**src/rtl/instruction_fetch.sv**
```systemverilog
// Fetch stage: holds the PC, fetches one word at a time and computes the next PC for decode.
// Optional misaligned-target trap enabled by defining INSTRUCTION_FETCH_MISALIGN_TRAP_EN.
module instruction_fetch #(
  parameter int              WORD         = 32,
  parameter logic [WORD-1:0] RESET_VECTOR = 32'h0000_0000,
  parameter logic [WORD-1:0] TRAP_VECTOR  = 32'h0000_0100,
  parameter logic [WORD-1:0] NOP_WORD     = 32'h0000_0013
) (
  input  logic            clk,
  input  logic            rst,
  input  logic [2:0]      pc_select,
  input  logic [WORD-1:0] immediate,
  input  logic [WORD-1:0] rs1_data,
  input  logic            branch_taken,
  output logic [WORD-1:0] imem_addr,
  output logic            imem_req,
  input  logic [WORD-1:0] imem_rdata,
  input  logic            imem_ready,
  output logic [WORD-1:0] instruction,
  output logic            instr_valid,
  output logic [WORD-1:0] pc,
  output logic [WORD-1:0] pc_plus4,
  output logic            misaligned
);

  typedef enum logic [1:0] {
    BOOT  = 2'd0,
    FETCH = 2'd1,
    EXEC  = 2'd2
  } state_t;

  localparam logic [WORD-1:0] FOUR = WORD'(32'd4);

  state_t          state_r;
  state_t          state_next_s;
  logic [WORD-1:0] pc_r;
  logic [WORD-1:0] instr_r;
  logic            instr_valid_r;
  logic [WORD-1:0] raw_target_s;
  logic [WORD-1:0] next_pc_s;
  logic            hold_s;
  logic            load_instr_s;
  logic            advance_s;

  // Raw next-PC target selected by the decoder code
  always_comb begin
    raw_target_s = pc_r + FOUR;
    case (pc_select)
      3'd0: raw_target_s = pc_r + FOUR;
      3'd1: begin
        if (branch_taken) begin
          raw_target_s = pc_r + immediate;
        end else begin
          raw_target_s = pc_r + FOUR;
        end
      end
      3'd2:    raw_target_s = pc_r + immediate;
      3'd3:    raw_target_s = (rs1_data + immediate) & ~(WORD'(32'd1));
      3'd4:    raw_target_s = pc_r + FOUR;
      default: raw_target_s = pc_r + FOUR;
    endcase
  end

  assign hold_s = (pc_select >= 3'd5);

`ifdef INSTRUCTION_FETCH_MISALIGN_TRAP_EN
  logic misalign_s;
  logic misaligned_r;

  assign misalign_s = (raw_target_s[1:0] != 2'b00);
  assign next_pc_s  = misalign_s ? TRAP_VECTOR : raw_target_s;
  assign misaligned = misaligned_r;

  // Sticky misaligned flag, cleared only by reset
  always_ff @(posedge clk or posedge rst) begin
    if (rst) begin
      misaligned_r <= 1'b0;
    end else if (advance_s && misalign_s) begin
      misaligned_r <= 1'b1;
    end
  end
`else
  assign next_pc_s  = {raw_target_s[WORD-1:2], raw_target_s[1:0] & 2'b00};
  assign misaligned = 1'b0;
`endif

  // Next-state and datapath enables
  always_comb begin
    state_next_s = state_r;
    load_instr_s = 1'b0;
    advance_s    = 1'b0;
    case (state_r)
      BOOT: state_next_s = FETCH;
      FETCH: begin
        if (imem_ready) begin
          load_instr_s = 1'b1;
          state_next_s = EXEC;
        end else begin
          state_next_s = FETCH;
        end
      end
      EXEC: begin
        if (hold_s) begin
          state_next_s = EXEC;
        end else begin
          advance_s    = 1'b1;
          state_next_s = FETCH;
        end
      end
      default: state_next_s = BOOT;
    endcase
  end

  // State register
  always_ff @(posedge clk or posedge rst) begin
    if (rst) begin
      state_r <= BOOT;
    end else begin
      state_r <= state_next_s;
    end
  end

  // PC and held instruction
  always_ff @(posedge clk or posedge rst) begin
    if (rst) begin
      pc_r          <= RESET_VECTOR;
      instr_r       <= NOP_WORD;
      instr_valid_r <= 1'b0;
    end else if (load_instr_s) begin
      instr_r       <= imem_rdata;
      instr_valid_r <= 1'b1;
    end else if (advance_s) begin
      pc_r          <= next_pc_s;
      instr_valid_r <= 1'b0;
    end
  end

  assign imem_req    = (state_r == FETCH);
  assign imem_addr   = pc_r;
  assign pc          = pc_r;
  assign pc_plus4    = pc_r + FOUR;
  assign instr_valid = instr_valid_r;
  assign instruction = instr_valid_r ? instr_r : NOP_WORD;

endmodule

```
**config.mk**
```make
export PLATFORM = sky130hd
export DESIGN_NAME = instruction_fetch
export DESIGN_NICKNAME = d
export VERILOG_FILES = /design/src/rtl/instruction_fetch.sv
export SDC_FILE = /design/constraint.sdc
export NUM_CORES = 1
export LEC_CHECK = 0
export CAP_MARGIN = 0
export CORE_MARGIN = 4
export CORE_UTILIZATION = 50
export CTS_CLUSTER_SIZE = 30
export DETAILED_ROUTE_END_ITERATION = 8
export HOLD_SLACK_MARGIN = 0.12
export PLACE_DENSITY = 0.91
export SLEW_MARGIN = 15
export SYNTH_ARGS = -nofsm -noshare
export SYNTH_HDL_FRONTEND = slang
export SYNTH_SLANG_ARGS = --single-unit
```
**constraint.sdc**
```tcl
create_clock -name clk -period 4.4 [get_ports clk]
set_clock_uncertainty 0.05 [all_clocks]
set_input_delay 0.66 -clock clk [delete_from_list [all_inputs] [get_ports clk]]
set_output_delay 0.66 -clock clk [all_outputs]
set_load 0.02 [all_outputs]
```
* After elaboration in Yosys (flattened, before gate mapping)
Index checks and enable logic that the tools add are counted.
Storage, ports and cells: memories 0, logic and storage cells 29, bits in latches 0, output and inout bits 131, bits in read-only memories 0, register bits 65, bits in writable memories 0, bits of input ports 103
Cells by class: divide/modulo/power cells 0, reductions and logical operators 3, bitwise gates (word level) 1, multiplexer cells 12, order comparisons 1, add/subtract/negate cells 3, shift operators 0, equality and inequality tests 5, $mul 0
Operator list (count):
- $pmux W32 S3 | 1
- $add A32 B32 Y32 | 2
- $mux W32 | 2
- $add A32 B3 Y32 const B | 1
- $eq A3 B2 Y1 const B | 2
- $mux W1 | 6
- $pmux W2 S3 | 1
- $mux W2 | 2
- $eq A3 B1 Y1 const B | 1
- $ge A3 B3 Y1 const B | 1
- $eq A2 B1 Y1 const B | 1
- $eq A2 B2 Y1 const B | 1
- $logic_not A2 Y1 | 1
- $reduce_and A2 Y1 | 1
- $reduce_bool A2 Y1 | 1
- $not A1 Y1 | 1

* Longest topological paths before layout
Gate-level depths: netlist of the first run.
word-level depth 5, mapped depth 11, mapped depth without buffers 11

* Worst setup path after synthesis of the first run
No wires, ideal clock.
path type input to register, start in immediate[2], end reg pc_r[30], in the netlist imem_addr[30], path slack 1301 ps, required time 4224 ps, arrival time 2923 ps, stages 11, library setup time 126 ps, path buffers 0, path through ha_1 > fa_1 > a211oi_1 > o21ai_1 > a221oi_2 > nand2_2 > a21oi_2 > o41ai_1 > xor2_1 > a221oi_2 > a21oi_1
Between the ends: cells in the longest elaborated chain, start to end 3, elaborated cells on any way between the ends 4, those cells by class 2 x add/sub; 2 x mux
RTL lines:
- start, declared | RTL line 12 | input logic [WORD-1:0] immediate,
- $add A32 B32 Y32 | RTL line 52, 57
- $mux W32 | RTL line 51 | if (branch_taken) begin
- $pmux W32 S3 (*) | RTL line 48 | case (pc_select)
- end signal, assigned | RTL line 133 | pc_r <= next_pc_s;
- end, declared | RTL line 36 | logic [WORD-1:0] pc_r;
Mark *: on every way between the ends. The rest lies on a longest branch, timed or not. A chain may end at the register's enable or synchronous reset.

* Worst setup path after layout of the first run
start reg pc_r[5], in the netlist imem_addr[5], end out pc_plus4[19]
Between the ends: cells in the longest elaborated chain, start to end 1
RTL lines:
- $add A32 B3 Y32 | RTL line 141 | assign pc_plus4 = pc_r + FOUR;
- end, declared | RTL line 22 | output logic [WORD-1:0] pc_plus4,
Every way passes these cells.

==> impl_metrics.csv, run 1 <==
group,metric,value,unit
die,io_pins,234,
routing,dr.pass1.iters,7,
power_and_ir_drop,p_seq_share,20.3,%
clocking,cts.sinks,65,
synthesis,yosysTopAreaCell,"dfrtp_1",
layout,finalNetCount,1163,
global_routing,overflow,0,
die,dieWidth,125,um
global_routing,grt_pass1_vias,7178,
synthesis,synth.top_cell.area_share,22.7,%
sta,fin_crit,4130,ps
critical_path,cp_slowest_cell,"clkdlybuf4s50_1",
power_and_ir_drop,p_leak,3.84,nW
synthesis,synth_fa_ha_area_share,11.3,%
critical_path,end_kind,"primary output",
synthesis,synth.area.top_cells,"dfrtp_1 (23%), ha_1 (11%), xnor2_1 (5.9%)",
power_and_ir_drop,peakVddDrop,0.333,mV
sta,maxSlewViolCount,0,
sta,tightest_slew,908,ps
sta,finalSetupViolCount,0,
sta,post-route-period-util,93.9,%
power_and_ir_drop,pwr_density_cell,688,nW/um2
sta,tns,0,ps
synthesis,synth_compound_area_share,23.2,%
clocking,clkLatencyLatePin,330,ps
synthesis,synth_cells,812,
die,fp-row-count,42,
synthesis,yosys.area_share.simple,19.1,%
clocking,cts_setup_buffers,0,
clocking,cts_tree,"built",
sta,hold_viol,0,
synthesis,async_reset_ff_share,100,%
die,coreArea,13300,um2
power_and_ir_drop,combinationalPowerShare,68.2,%
critical_path,cp.required,3690,ps
layout,n_fill_cell,1017,
synthesis,yosys_warnings,0,
layout,n_antenna_cell,0,
power_and_ir_drop,p_int,3.41,mW
routing,drt_iter0_drc,738,
place,place_hpwl,18000,um
sta,hold_slack,446,ps
layout,drive_gt1_share,8.47,%
sta,rsz0062_at_grt,"no",
run_status,status,"complete, no violations",
synthesis,ys_seq_area_share,23.9,%
global_routing,antenna_found_initial,0,
die,dieArea,15600,um2
critical_path,path_delay_family,"simple AND/OR/NAND/NOR gates",
critical_path,cp-start-kind,"flop",
critical_path,cp_data_arrival_time,3420,ps
global_routing,grt_use_total,28.9,%
synthesis,synth_xor_area_share,10.0,%
worst_hold_path,min_path_type,"flop to flop",
synthesis,synth_edf_count,0,
critical_path,crit_type,"flop to primary output",
synthesis,synth_area,6830,um2
synthesis,synthMuxAreaShare,5.95,%
die,die_h,125,um
run,drv_cap,0,
clocking,cts_root_buffer,"clkbuf_16",
routing,drc_errors,0,
routing,ant_nets,0,
clocking,clk_path_buf_depth,2,
clocking,cts-resized-gates,0,
layout,syn_to_final_growth,36.5,%
place,io_buffer_count,226,
power_and_ir_drop,clockPowerShare,11.6,%
clocking,numCtsBuffers,9,
clocking,clk_pin_slew,60,ps
routing,wl_per_cell,19.7,um
critical_path,crit_path_max_incr_delay,670,ps
critical_path,cp.buffers_inverters,1,
synthesis,synth-main-ff-cell,"dfrtp_1",
power_and_ir_drop,p_sw_share,46.8,%
routing,via_per_inst,6.07,
synthesis,syn_area_per_cell,8.41,um2
clocking,cts_hold_buf,0,
critical_path,crit_path_cell_trace,"and3_1 -> and2_1 -> nand4_1 -> nor3_1 -> nand3_1 -> xnor2_1 -> clkdlybuf4s50_1",
routing,wl,23300,um
die,start_util,51.4,%
sta,maxSlewHeadroom,39.2,%
synthesis,synth_top_family_by_area,"compound AO/OA/AOI/OAI gates",
place,gp_congestion,1.01,
synthesis,synth.ff_latch_count,65,
synthesis,synth_cell_type_count,73,
critical_path,path_max_fanout,7,
clocking,htree_levels,3,
power_and_ir_drop,switching_power,3.00,mW
sta,max_freq,0.242,GHz
global_routing,grt_pass1_wl,37100,um
routing,num_vias,7160,
global_routing,grt_max_degree,36,
==> synth_stat cells, types with 3 or more instances <==
cell type,n
mux2_2,33
nand4_1,22
buf_2,3
dfrtp_1,62
and3_1,5
a211o_1,3
nand2b_1,12
nor2_1,52
and2_1,32
ha_1,60
o21a_1,6
xor2_1,32
xnor2_1,46
a31oi_1,7
o21ai_0,31
nand2_1,73
a21oi_1,64
o41ai_1,3
inv_1,14
a221oi_2,4
clkbuf_1,23
o21bai_1,6
a222oi_1,7
nand3b_1,4
or3_1,5
o21ai_1,19
buf_4,37
a221oi_1,8
o22ai_1,4
nor2b_1,5
a211oi_1,5
a21o_1,23
a2111oi_0,3
buf_1,3
o211ai_1,6
o31ai_1,3
nor3_1,16
and4_1,5
a21oi_2,3
dfstp_2,3
nand3_1,19
==> worst reg2reg max path, stage by stage, from the launching register on <==
cell and delay, ps:
dfrtp_1 500, ha_1 300, fa_1 430, a211oi_1 370, o21ai_1 210, a221oi_2 550
nand2_2 130, a21oi_2 200, o41ai_1 110, xor2_1 160, a221oi_2 240, a21oi_1 100
==> sequential cells by signal, indices dropped and copies added, names as in the netlist <==
signal and flops:
instr_r 32, state_r 2, instr_valid 1, imem_addr 30
==> power by group through the flow <==
stage	clock network, mW	registers [mW]	logic [mW]
6_report	0.741	1.30	4.37
4_1_cts	0.748	1.30	4.35
5_1_grt	0.782	1.36	4.66
2_1_floorplan	0	1.32	2.69
3_5_place_dp	0	1.30	4.32
3_3_place_gp	0	1.28	4.26
==> cells in the final DEF, fill, tap and decap left out, drive strengths merged, types with 7 or more instances in the layout <==
cell type,instances
clkdlybuf4s50,226
nand2,74
a21oi,67
dfrtp,62
ha,60
nor2,53
o21ai,50
xnor2,46
mux2,34
xor2,32
and2,32
a21o,23
nand4,22
nand3,19
nor3,17
inv,16
nand2b,12
a221oi,12
buf,10
clkbuf,9
a31oi,7
a222oi,7
conb,7
o211ai,7
==> metrics by stage <==
step | setup slack [ps] | cells | total power [mW] | area (um2) | utilization (%)
2_1_floorplan | 1300 | 818 | 4.02 | 6850 | -
3_3_place_gp | 496 | 1164 | 5.55 | 9020 | 67.8
3_5_place_dp | 457 | 1164 | 5.63 | 9020 | 67.8
4_1_cts | 252 | 1180 | 6.40 | 9320 | 70.1
5_1_grt | 91.6 | 1180 | 6.79 | 9320 | 70.1
6_report | 269 | 1180 | 6.41 | 9320 | 70.1
==> layer usage <==
metal  up-vias  GRT usage, %  part of all wire (%)
met5         -             0                     0
met4         0          12.2                   3.4
met3        62          4.80                   8.7
met2       443          48.3                    46
met1      3335          37.1                    42
li1       3320             -                     -
==> layout make-up <==
class,count,area [um2],share of cell area (%)
clock buffer,9,225,2.42
multi-input combinational,673,4780,51.3
clock inverter,7,77.6,0.832
sequential,65,1630,17.5
tap,176,220,2.36
timing repair buffer,236,2340,25.1
inverter,14,52.6,0.564
==> final timing paths <==
kind                                                from                         to  slack [ps]  depth (start not counted)
worst max-delay path            imem_addr[5]$_DFFE_PP0P_               pc_plus4[19]         270                          7
worst min-delay path              instr_r[8]$_DFFE_PP0P_     instr_r[8]$_DFFE_PP0P_         450                          1
worst max register to register  imem_addr[2]$_DFFE_PP0P_  imem_addr[30]$_DFFE_PP0P_         940                         11
worst min register to register    instr_r[8]$_DFFE_PP0P_     instr_r[8]$_DFFE_PP0P_         450                          1
max in group asynchronous                            rst     instr_r[1]$_DFFE_PP1P_        2610                          3
min in group asynchronous                            rst    instr_r[18]$_DFFE_PP0P_         720                          2
==> cells by family (layout without fill, tap and decap cells) <==
| logic type | after synthesis | after routing |
|---|---|---|
| compound gates | 231 | 231 |
| xor+xnor | 78 | 78 |
| fa+ha+maj | 61 | 61 |
| buf+inv | 80 | 266 |
| flops | 65 | 65 |
| mux | 36 | 36 |
| other cells | 1 | 7 |
| simple gates | 260 | 260 |
Note: power is estimated with default switching activity, not from simulation.
==> inputs of run 2 (changes only) <==
Settings changed: CORE_UTILIZATION 50 to 55, DONT_BUFFER_PORTS set to 1, PLACE_DENSITY 0.91 to 0.74.
==> run 2 against run 1 <==
  * Clock-buffer cell count did not move
  * Register-to-register slack got worse by 100 ps
  * Worst setup slack better by 220 ps
  * Global-route usage up 0.11 points
  * Via count down 11%
  * Design area shrank 25%
  * Critical path depth down 1
  * Routed wire length fell by 8.6%
  * Sequential power is 24% higher
  * Critical path type unchanged
  * Largest cell class unchanged
==> impl_metrics.csv, run 2 (synthesized netlist as in run 1, its figures left out) <==
group,metric,value,unit
run_status,status,"complete, no violations",
layout,syn_to_final_growth,3.04,%
sta,hold_viol,0,
layout,most-common-layout-cells,"nand2_1 (73), a21oi_1 (64), dfrtp_1 (62)",
layout,drive_gt1_share,10.8,%
critical_path,reg2reg_depth,10,
critical_path,cp.required,3690,ps
sta,setup_slack,492,ps
layout,fin_cells,944,
place,gp_congestion,0.975,
routing,drc_errors,0,
die,start_util,56.6,%
place,pre_cts_slack,840,ps
sta,post-route-period-util,88.8,%
power_and_ir_drop,pwr_density_cell,745,nW/um2
clocking,cts_tree,"built",
critical_path,path_max_fanout,9,
die,dieArea,14300,um2
global_routing,grt_use_total,29.1,%
critical_path,cp-start-kind,"flop",
global_routing,overflow,0,
layout,n_antenna_cell,0,
critical_path,end_kind,"primary output",
clocking,numCtsBuffers,9,
clocking,cts_setup_buffers,0,
sta,rsz0062_at_grt,"no",
sta,fin_crit,3910,ps
clocking,htree_levels,3,
global_routing,grt_max_degree,42,
clocking,clk_path_buf_depth,2,
routing,ant_nets,0,
clocking,clk_pin_slew,70,ps
place,dp.cells,928,
clocking,cts-resized-gates,0,
routing,drt_iter0_drc,582,
routing,via_per_inst,6.72,
clocking,cts_hold_buf,0,
sta,tightest_slew,1180,ps
layout,largest_register_ffs,32,
critical_path,cp_data_arrival_time,3200,ps
routing,wl_per_cell,22.5,um
place,io_buffer_count,0,
critical_path,cp_slowest_cell,"dfrtp_1",
place,place_hpwl,16300,um
critical_path,crit_path_cell_trace,"and3_1 -> and2_1 -> nand4_1 -> nor3_1 -> nand3_1 -> xnor2_1",
critical_path,r2r-end,"imem_addr[28]$_DFFE_PP0P_",
clocking,cts_root_buffer,"clkbuf_16",
run,drv_cap,0,
die,coreArea,12100,um2
sta,max_freq,0.256,GHz
sta,maxSlewHeadroom,20.9,%
global_routing,antenna_found_initial,0,
routing,num_vias,6339,
critical_path,crit_path_max_incr_delay,720,ps
power_and_ir_drop,p_leak,2.96,nW
clocking,clkLatencyLatePin,340,ps
layout,finalNetCount,935,
worst_hold_path,min_path_type,"input port to asynchronous set/reset pin",
die,io_pins,234,
sta,finalSetupViolCount,0,
die,die_h,119,um
global_routing,grt_pass1_vias,6319,
critical_path,r2r-start,"imem_addr[3]$_DFFE_PP0P_",
layout,fin_util,58.3,%
routing,dr.pass1.iters,5,
power_and_ir_drop,peakVddDrop,0.264,mV
layout,layout_commonest_cell,"nand2_1",
sta,hold_slack,268,ps
routing,wl,21300,um
die,dieWidth,119,um
critical_path,regToRegSetupSlack,840,ps
die,fp-row-count,40,
clocking,cts.sinks,65,
global_routing,grt_pass1_wl,33200,um
sta,maxSlewViolCount,0,
sta,tns,0,ps
layout,top_register,"instr_r",
critical_path,crit_type,"flop to primary output",
run 2: cell types whose count changed in the layout (fill, tap and decap cells not counted):
cell             previous run  this run
buf_4                      10         8
clkdlybuf4s50_1           226         0
nor2b_2                     0         1
nor2b_1                     5         4
run 2: where the power goes:
group          internal (mW)  leakage (nW)  switching [mW]
Sequential             0.888         0.770           0.719
Combinational           1.08          2.04            1.81
Clock                  0.444         0.146           0.301
run 2: layer usage:
| metal | track usage [%] | vias up | wire length [um] |
|---|---|---|---|
| met5 | 0 | - | 0 |
| li1 | - | 2865 | - |
| met3 | 10.1 | 75 | 2620 |
| met1 | 35.2 | 3009 | 8130 |
| met2 | 46.7 | 390 | 9770 |
| met4 | 12.7 | 0 | 752 |
run 2: final cells by class:
type / count / area [um2]
fill: 1085 / 5020
multi-input combinational: 673 / 4780
sequential: 65 / 1630
clock buffer: 9 / 225
tap: 168 / 210
clock inverter: 7 / 77.6
timing repair buffer: 8 / 60.1
inverter: 14 / 52.6
run 2: how the worst max path moves through the flow:
stage	start	to	slack (ps)	cells after the start
floorplan	immediate[2]	imem_addr[30]$_DFFE_PP0P_	1300	11
global placement	immediate[2]	imem_addr[30]$_DFFE_PP0P_	980	11
detailed placement	immediate[2]	imem_addr[28]$_DFFE_PP0P_	840	11
CTS	imem_addr[4]$_DFFE_PP0P_	pc_plus4[19]	560	6
global route	imem_addr[4]$_DFFE_PP0P_	pc_plus4[19]	320	6
finish	imem_addr[4]$_DFFE_PP0P_	pc_plus4[19]	490	6
run 2: worst max-delay path: cells and delay by family (launching register included):
family           cells  cell delay, ps
flip-flops           1             720
AND/OR/NAND/NOR      5            1570
XOR/XNOR             1             580
run 2: metrics by stage:
step / area [um2] / total power [mW]
floorplan: 6850 / 4.02
global placement: 6730 / 4.38
detailed placement: 6730 / 4.45
CTS: 7040 / 5.22
global route: 7040 / 5.57
finish: 7040 / 5.24
==> inputs of run 3 (changes only) <==
Settings changed: SKIP_LAST_GASP set to 1.
==> results of run 3 <==
The final DEF is identical to that of run 2; final timing and power are the same.
